$ cat src/rtl/serial_subtractor.sv
// serial_subtractor: bit-serial WIDTH-bit subtractor (a - b), LSB first.
// One full-subtractor cell is reused once per clock; a start/done handshake
// frames each operation, and diff/borrow are held between operations.
// Optional feature macro: SERIAL_SUB_ADD_MODE_EN adds a 'sub' input that
// selects subtract (1) or add (0); borrow then carries the adder's carry out.
module serial_subtractor #(
  parameter int WIDTH = 8
) (
  input  logic             clk,
  input  logic             rst_n,
  input  logic             start,
  input  logic [WIDTH-1:0] a,
  input  logic [WIDTH-1:0] b,
`ifdef SERIAL_SUB_ADD_MODE_EN
  input  logic             sub,
`endif
  output logic             busy,
  output logic             done,
  output logic [WIDTH-1:0] diff,
  output logic             borrow
);

  // Counter must hold values 0..WIDTH; the last bit is processed at WIDTH-1.
  localparam int            CW       = $clog2(WIDTH + 1);
  localparam logic [CW-1:0] LAST_BIT = CW'(WIDTH - 1);

  typedef enum logic [1:0] {
    IDLE,
    RUN,
    DONE
  } state_t;

  state_t           state;
  state_t           state_nxt;

  logic [WIDTH-1:0] a_sh;
  logic [WIDTH-1:0] b_sh;
  logic [WIDTH-1:0] res_sh;
  logic [CW-1:0]    bit_cnt;
  logic             bi;

  logic             x;
  logic             y;
  logic             d;
  logic             bo;
  logic             accept;
  logic             last;

`ifdef SERIAL_SUB_ADD_MODE_EN
  logic             sub_q;
`endif

  // The single 1-bit cell: difference bit and borrow out (carry out in add mode).
  always_comb begin
    x  = a_sh[0];
    y  = b_sh[0];
    d  = x ^ y ^ bi;
    bo = (~x & y) | (~(x ^ y) & bi);
`ifdef SERIAL_SUB_ADD_MODE_EN
    if (!sub_q) begin
      bo = (x & y) | ((x ^ y) & bi);
    end
`endif
  end

  // State register; reset aborts any operation without a done pulse.
  always_ff @(posedge clk or negedge rst_n) begin
    if (!rst_n) begin
      state <= IDLE;
    end else begin
      state <= state_nxt;
    end
  end

  // Next-state logic and handshake outputs; a new start is taken in IDLE or DONE.
  always_comb begin
    state_nxt = state;
    busy      = 1'b0;
    done      = 1'b0;
    accept    = 1'b0;
    last      = 1'b0;
    case (state)
      IDLE: begin
        if (start) begin
          accept    = 1'b1;
          state_nxt = RUN;
        end
      end
      RUN: begin
        busy = 1'b1;
        if (bit_cnt == LAST_BIT) begin
          last      = 1'b1;
          state_nxt = DONE;
        end
      end
      DONE: begin
        done = 1'b1;
        if (start) begin
          accept    = 1'b1;
          state_nxt = RUN;
        end else begin
          state_nxt = IDLE;
        end
      end
      default: state_nxt = IDLE;
    endcase
  end

  // Datapath: load operands on accept, then shift one bit per RUN cycle and
  // publish the assembled result only on the final bit so diff never glitches.
  always_ff @(posedge clk or negedge rst_n) begin
    if (!rst_n) begin
      a_sh    <= '0;
      b_sh    <= '0;
      res_sh  <= '0;
      bit_cnt <= '0;
      bi      <= 1'b0;
      diff    <= '0;
      borrow  <= 1'b0;
`ifdef SERIAL_SUB_ADD_MODE_EN
      sub_q   <= 1'b1;
`endif
    end else if (accept) begin
      a_sh    <= a;
      b_sh    <= b;
      res_sh  <= '0;
      bit_cnt <= '0;
      bi      <= 1'b0;
`ifdef SERIAL_SUB_ADD_MODE_EN
      sub_q   <= sub;
`endif
    end else if (state == RUN) begin
      a_sh    <= a_sh >> 1;
      b_sh    <= b_sh >> 1;
      res_sh  <= {d, res_sh[WIDTH-1:1]};
      bi      <= bo;
      bit_cnt <= bit_cnt + CW'(1);
      if (last) begin
        diff   <= {d, res_sh[WIDTH-1:1]};
        borrow <= bo;
      end
    end
  end

endmodule
$ cat config.mk
export PLATFORM = sky130hd
export DESIGN_NAME = serial_subtractor
export DESIGN_NICKNAME = d
export VERILOG_FILES = /design/src/rtl/serial_subtractor.sv
export SDC_FILE = /design/constraint.sdc
export NUM_CORES = 1
export LEC_CHECK = 0
export CORE_ASPECT_RATIO = 1.75
export CORE_UTILIZATION = 30
export DETAILED_ROUTE_END_ITERATION = 16
export PLACE_DENSITY_LB_ADDON = 0.08
export SLEW_MARGIN = 20
export SYNTH_ARGS = -nofsm -noshare
export SYNTH_HDL_FRONTEND = slang
export SYNTH_SLANG_ARGS = --single-unit
$ cat constraint.sdc
create_clock -name clk -period 2.21 [get_ports clk]
set_clock_uncertainty 0.15 [all_clocks]
set_input_delay 0.442 -clock clk [delete_from_list [all_inputs] [get_ports clk]]
set_output_delay 0.442 -clock clk [all_outputs]
set_load 0.1 [all_outputs]
# Yosys cells after proc, flatten, opt, wreduce, memory -nomap -nowiden
# Index checks and enable logic that the tools add are counted.
[word_totals]
register_bits = 40
input_bits = 19
out_inout_bits = 11
word_cells = 47
[op_classes]
add_sub_neg = 1
eq_ne = 5
mux = 20
bitwise = 8
reduce_logical = 5
[ops]
columns = ["op", "n"]
rows = [
  ["$mux 8", 6],
  ["$mux 1", 9],
  ["$mux 4", 2],
  ["$pmux 2 s3", 1],
  ["$add 4x1->4 const B", 1],
  ["$eq 4x3->1 const B", 1],
  ["$mux 2", 2],
  ["$ne 2x2->1 const B", 2],
  ["$not 1->1", 3],
  ["$reduce_and 3->1", 1],
  ["$and 1x1->1", 2],
  ["$eq 2x1->1 const B", 1],
  ["$eq 2x2->1 const B", 1],
  ["$logic_not 2->1", 1],
  ["$reduce_and 2->1", 1],
  ["$reduce_bool 2->1", 1],
  ["$reduce_or 2->1", 1],
  ["$xor 1x1->1", 2],
  ["$or 1x1->1", 1],
]

# Logic depth before layout (Yosys ltp)
[logic_depth]
word_depth = 6
depth_mapped = 7
depth_no_buf = 4

# Worst setup path after synthesis
# Ideal clock, no wire load.
[synth_path]
path_kind = "reg-to-output"
start = "register state[0]"
end = "output port done"
arrival_time_ns = 1.722
t_required_ns = 1.618
slack_ns = -0.104
stages_incl_launch_ff = 2
path_buffers = 0
cell_sequence = "dfrtp_1 > nor2b_1"
[synth_via]
elab_chain_cells = 2
[synth_rtl]
columns = ["item", "line", "source"]
rows = [
  ["from (decl)", "33", "state_t state;"],
  ["from (signal assigned)", "71", "state <= state_nxt;"],
  ["$eq 2x2->1", "82", "case (state)"],
  ["$mux 1", "82", ""],
  ["to (decl)", "18", "output logic done,"],
]
# Every way passes these cells.

# Final worst setup path
[layout_path]
start = "register state[1]"
end = "output port busy"
[layout_via]
elab_chain_cells = 2
[layout_rtl]
columns = ["item", "line", "source"]
rows = [
  ["$eq 2x1->1", "82", ""],
  ["$mux 1", "82", ""],
  ["to (decl)", "17", "output logic busy,"],
]
# Every way passes these cells.

==> metrics.txt <==
Worst R2R Path Depth=5; Pwr Density=1670 mW/mm^2; Design Power=3490 uW; synth warn=0; Vert. Die Dim=99.1 um; worst-path maximum fanout=9; chip width=57.5 um; placed cell count=221; Final Instance Area=0.00209 mm^2; area occupied by registers=976 um^2; Post-Synthesis Cells=138; P_leak=0.000968 uW; number of synthesized flops with an enable pin=0; initial DRC count=53; unrepaired setup endpoints after global routing=false; H-tree depth=2; critical path's largest stage delay=0.37 ns; FF+latch count, synth=39; minimum clock period=2.00 ns; GR Layer Usage met2=21.6%; startpoint types=register; Worst Tran Pin Value=0.335 ns; Pre-Repair DR Iteration Count=10; IO Pins=30; Fill cells=528; detailed placer's ending HPWL=2.37 mm; routed len/inst=14.9 um; CP required=1.62 ns; CTS Root Cell=clkbuf_8; Max-Slew Margin vs Limit=77.6%; Crit Path Class=reg2out; met3 Use GR=3.41%; post-synth top area cell=dfrtp_1; Final Non-Filler Cells=230; hold_buf cts=1; Synth top area share=60.4%; Worst Setup End Kind=output port; Mean Syn Cell Area=11.7 um^2; register area share after synthesis=60.4%; DRC=2; setup violators final=0; Critical Path AT=1.41 ns; maximum clock path buffer count=2; clk slew on worst S/H paths=0.07 ns; Max Fclk=499 MHz; Cell Chain, Critical Path=nand2b_1, inv_1, buf_12; Vias=1161; Initial Util=31.0%; antenna viol nets, final=0; GPL Wtd Cong=0.684; antenna violations before repair=0; post-CTS setup buffers=0; met1 usage=17.8%; Tcrit/Tclk final=90.7%; number of clock sinks=39; Crit-path slowest cell=dfrtp_1; first-pass GRT wire length=5.95 mm; Synth-to-Final Area Change=29.2%; final hold viol count=0; total track usage=13.8%; Peak VDD IR=0.822 mV; Synth cell types=27; Num CTS Buffers=5; Mapped Nets=159; total grt overflow=0; multi-input logic area=581 um^2; Hold/Removal Path Class=reg2reg; ranking of synthesized cells by area=dfrtp_1 60%, mux2_2 6.3%, a22o_1 5.4%, nand2_1 5.1%, a22oi_1 2.8%; die area=0.00569 mm^2; layout cells sized above 1=21.1%; vias in the first global route=1227; failing checks=design-rule violations; Hold WS=0.345 ns; Placement Cell Area=0.00200 mm^2; asr flop ratio synth=100%; hold path depth=1; CTS resizes=0; clk_lat worst skew=0.29 ns; Mapped Area=0.00162 mm^2; final net count=195; Row Count=35; core area=0.00521 mm^2; Max-cap violations=0; Main synth FF type=dfrtp_1; IO buf count=29; CTS tree=built; Ant. Diodes=0; pin count of the biggest net entering global routing=40; busiest layer in global routing=met2; vias per inst=5.05; Pins Over Slew Limit=0; setup tns final=0 ns; final WL=3.44 mm; status=complete, but fails checks
cells in the final DEF (no fill, tap or decap), types with 2 or more instances in the layout:
master and n:
dfrtp_1 39, nand2_1 22, clkdlybuf4s50_1 17, buf_4 16, a22o_1 10, mux2_2 9
nor2_1 9, a31oi_1 6, a22oi_1 6, nand3_1 6, clkbuf_8 5, inv_1 4
mux2i_1 3, buf_12 3, nand2b_1 2, nor3_1 2, clkbuf_1 2
kinds of logic after synthesis:
logic type / Yosys count / share of synthesized area, %
simple gates: 45 / 12.7
flops: 39 / 60.4
compound gates: 26 / 12.4
buf+inv: 13 / 3.79
mux: 12 / 8.13
fa+ha+maj: 2 / 2.01
xor+xnor: 1 / 0.542
worst paths after layout:
path	startpoint	endpoint	slack, ns
worst max-delay path	state[1]	busy	0.21
worst min register to register	bi	bi	0.34
worst min-delay path	bi	bi	0.34
max in group asynchronous	rst_n	res_sh[7]	1.20
min in group asynchronous	rst_n	state[0]	0.50
worst max register to register	state[1]	bit_cnt[3]	0.51
cells in the mapped netlist (all sizes together), types with 2 or more instances:
library cell  number
nand3              6
inv                4
a22oi              6
nor2               9
nand2             22
a31oi              6
mux2i              3
nand2b             2
dfrtp             39
buf                6
nor3               3
a22o              10
clkbuf             3
mux2               9
critical path: cells and delay by family (launching register included):
family        cells  cell delay (ns)
flops             1             0.37
simple gates      1             0.22
buf+inv           2             0.52
metrics by stage:
step / setup slack, ns / util, %
after CTS: 0.164 / 40.0
final: 0.205 / 40.0
after global placement: 0.303 / 38.3
after floorplan: 0.264 / -
after global routing: 0.0842 / 40.0
after detailed placement: 0.268 / 38.3
routing by layer:
metal | part of all wire [%] | up-vias
li1 | - | 552
met1 | 44 | 566
met2 | 48 | 38
met3 | 5.7 | 5
met4 | 2.0 | 0
met5 | 0 | -
registers in the layout (all words and copies together), names as in the netlist:
name,count
b_sh,8
borrow,1
res_sh,7
bi,1
a_sh,8
state,2
diff,8
bit_cnt,4
where the power goes:
group / switching (uW) / internal (uW)
Combinational: 1150 / 625
Sequential: 201 / 1040
Clock: 245 / 222
final cells by class:
| cell class | count | share of cell area (%) |
|---|---|---|
| clock buffer | 7 | 3.66 |
| clock inverter | 1 | 0.240 |
| inverter | 4 | 0.719 |
| multi-input combinational | 86 | 27.8 |
| sequential | 39 | 46.8 |
| tap | 55 | 3.30 |
| timing repair buffer | 38 | 17.5 |
No activity file was read; power rests on OpenSTA's default activity.
==> patch (same flow settings) <==
The 3 states of `state_t` get a one-hot encoding in 3 bits.
--- a/src/rtl/serial_subtractor.sv
+++ b/src/rtl/serial_subtractor.sv
@@ -25,8 +25,8 @@
   localparam logic [CW-1:0] LAST_BIT = CW'(WIDTH - 1);
 
-  typedef enum logic [1:0] {
-    IDLE,
-    RUN,
-    DONE
+  typedef enum logic [2:0] {
+    IDLE = 3'b001,
+    RUN  = 3'b010,
+    DONE = 3'b100
   } state_t;
 
Check against the original RTL: same outputs for any inputs over 10 cycles, from zero or initial values and one cycle with rst_n low; not proved beyond that.
==> patch against the unedited design <==
  * Sequential cell count up 1
  * Via count down 0.60%
  * Routed wire length down 5.6%
  * Final area up 9.0%
  * Area after synthesis up 10%
  * Utilization up 0.35 points
  * Setup slack worse by 110 ps
  * Largest cell class unchanged
Power is not compared: it rests on default switching activity, and its combinational part moved more than twofold at a synthesized area within 25%.
==> patch: results (changes against the unedited design) <==
| Metric | Value |
|---|---|
| Vias post-DR | `1154 (was 1161)` |
| WL met3 | `123 um (was 195 um)` |
| Max incr delay on CP | `480 ps (was 370 ps)` |
| DR vias/cell | `4.49 (was 5.05)` |
| Global-route wire length before repair | `5380 um (was 5950 um)` |
| Net switching power | `0.724 mW` |
| DR WL/cell | `12.6 um (was 14.9 um)` |
| Status | `complete, no violations (was complete, but fails checks)` |
| Fill cell count | `577 (was 528)` |
| Initial antenna violation count | `0 (unchanged)` |
| Dpl cell area | `2180 sq um (was 2000 sq um)` |
| CP max FO | `10 (was 9)` |
| Post-synthesis cell type count | `25 (was 27)` |
| GRT Resource Usage Total | `11.5% (was 13.8%)` |
| Met2 wire len | `1790 um (was 1670 um)` |
| PortBufs | `29 (unchanged)` |
| Worst-skew pair later-pin latency | `290 ps (about the same)` |
| Actual slew at the worst max-slew pin | `514 ps (was 335 ps)` |
| Min-delay worst type | `input pin to asynchronous set/reset pin (was flip-flop to flip-flop)` |
| Root Driver | `clkbuf_8 (unchanged)` |
| YS warnings | `0 (unchanged)` |
| 1st-iter DRT viols | `13 (was 53)` |
| WP data arrival | `1530 ps (was 1410 ps)` |
| Leak pwr | `between 1 and 1.5 nW` |
| Top area cells in the synthesized netlist | `dfrtp_1, mux2_2, nand2_1 (was dfrtp_1, mux2_2, a22o_1)` |
| Met3 Usage GRT | `2.99% (was 3.41%)` |
| Grt met2 use | `19.9% (was 21.6%)` |
| Register area share after synthesis | `56.3% (was 60.4%)` |
| Synth Net Count | `162 (was 159)` |
| Pin count of the biggest net entering global routing | `41 (was 40)` |
| Part of the power in combinational logic | `a little over a third` |
| WL met1 | `1260 um (was 1510 um)` |
| Place WS | `250 ps (was 268 ps)` |
| Commonest cells in the netlist | `dfrtp_1, mux2_2, nand2_1, a21oi_1, inv_1 (was dfrtp_1, nand2_1, a22o_1, mux2_2, nor2_1)` |
| First-pass DRT Iterations | `4 (was 10)` |
| DP Cell Count | `248 (was 221)` |
| Syn Inst Count | `141 (was 138)` |
| Share of post-route cells with drive strength above 1 | `37.0% (was 21.1%)` |
| Vias in the first global route | `1146 (was 1227)` |
| Peak supply drop | `0.000420 V` |
| Max layer used | `met4 (unchanged)` |
| Met1 Use GR | `12.5% (was 17.8%)` |
| CP max-delay cell | `or3b_4 (was dfrtp_1)` |
| Final #Nets | `201 (was 195)` |
| Placer Congestion | `0.700 (was 0.684)` |
| HPWL Detailed | `2230 um (was 2370 um)` |
| Worst reg-to-reg path cell count | `4 (was 5)` |
==> patch: cell types whose count changed after synthesis, sizes merged, moves of 5 or more <==
cell and delta:
a21oi +10, a22o -10, a22oi -6, a31oi -6
mux2 +27, nand3 -5, nor2 -6
==> patch: cells by family (layout without fill, tap and decap cells) <==
logic type / Yosys count / count (layout) / synth area share [%]
adder cells (fa/ha/maj): 2 / 2 / 1.83
flip-flops: 40 / 40 / 56.3
multiplexers: 39 / 39 / 24.5
AO/OA/AOI/OAI: 14 / 14 / 4.08
buffers and inverters: 13 / 52 / 3.65
XOR/XNOR: 2 / 2 / 0.984
AND/OR/NAND/NOR: 31 / 32 / 8.71
==> patch: path summary, 6_finish.rpt <==
| path | start | end | slack, ps |
|---|---|---|---|
| worst min register to register | res_sh[1] | diff[0] | 350 |
| worst min-delay path | rst_n | diff[5] | 60 |
| worst max-delay path | state[2] | busy | 90 |
| max in group asynchronous | rst_n | state[0] | 1480 |
| worst max register to register | state[2] | diff[0] | 290 |
| min in group clk | res_sh[1] | diff[0] | 350 |
==> patch: what timing repair did <==
| item | CTS | global route |
|---|---|---|
| hold endpoints to repair | 0 | 0 |
| setup endpoints to repair | 0 | 1 |
| resized for setup | 0 | 0 |
==> patch: layout make-up <==
type                            instances  area (sq um)  share of cell area [%]
Clock buffer                            7          76.3                    3.36
Clock inverter                          1          5.00                   0.220
Inverter                                7          26.3                    1.16
Multi-Input combinational cell         89           727                    32.0
Sequential cell                        40          1000                    44.1
Tap cell                               76          95.1                    4.18
Timing Repair Buffer                   37           343                    15.1
==> patch: worst max-delay path, delay by kind of cell (launching register included) <==
family / cells / cell delay [ps]
buffers and inverters: 2 / 330
DFF: 1 / 420
and+or+nand+nor: 1 / 480
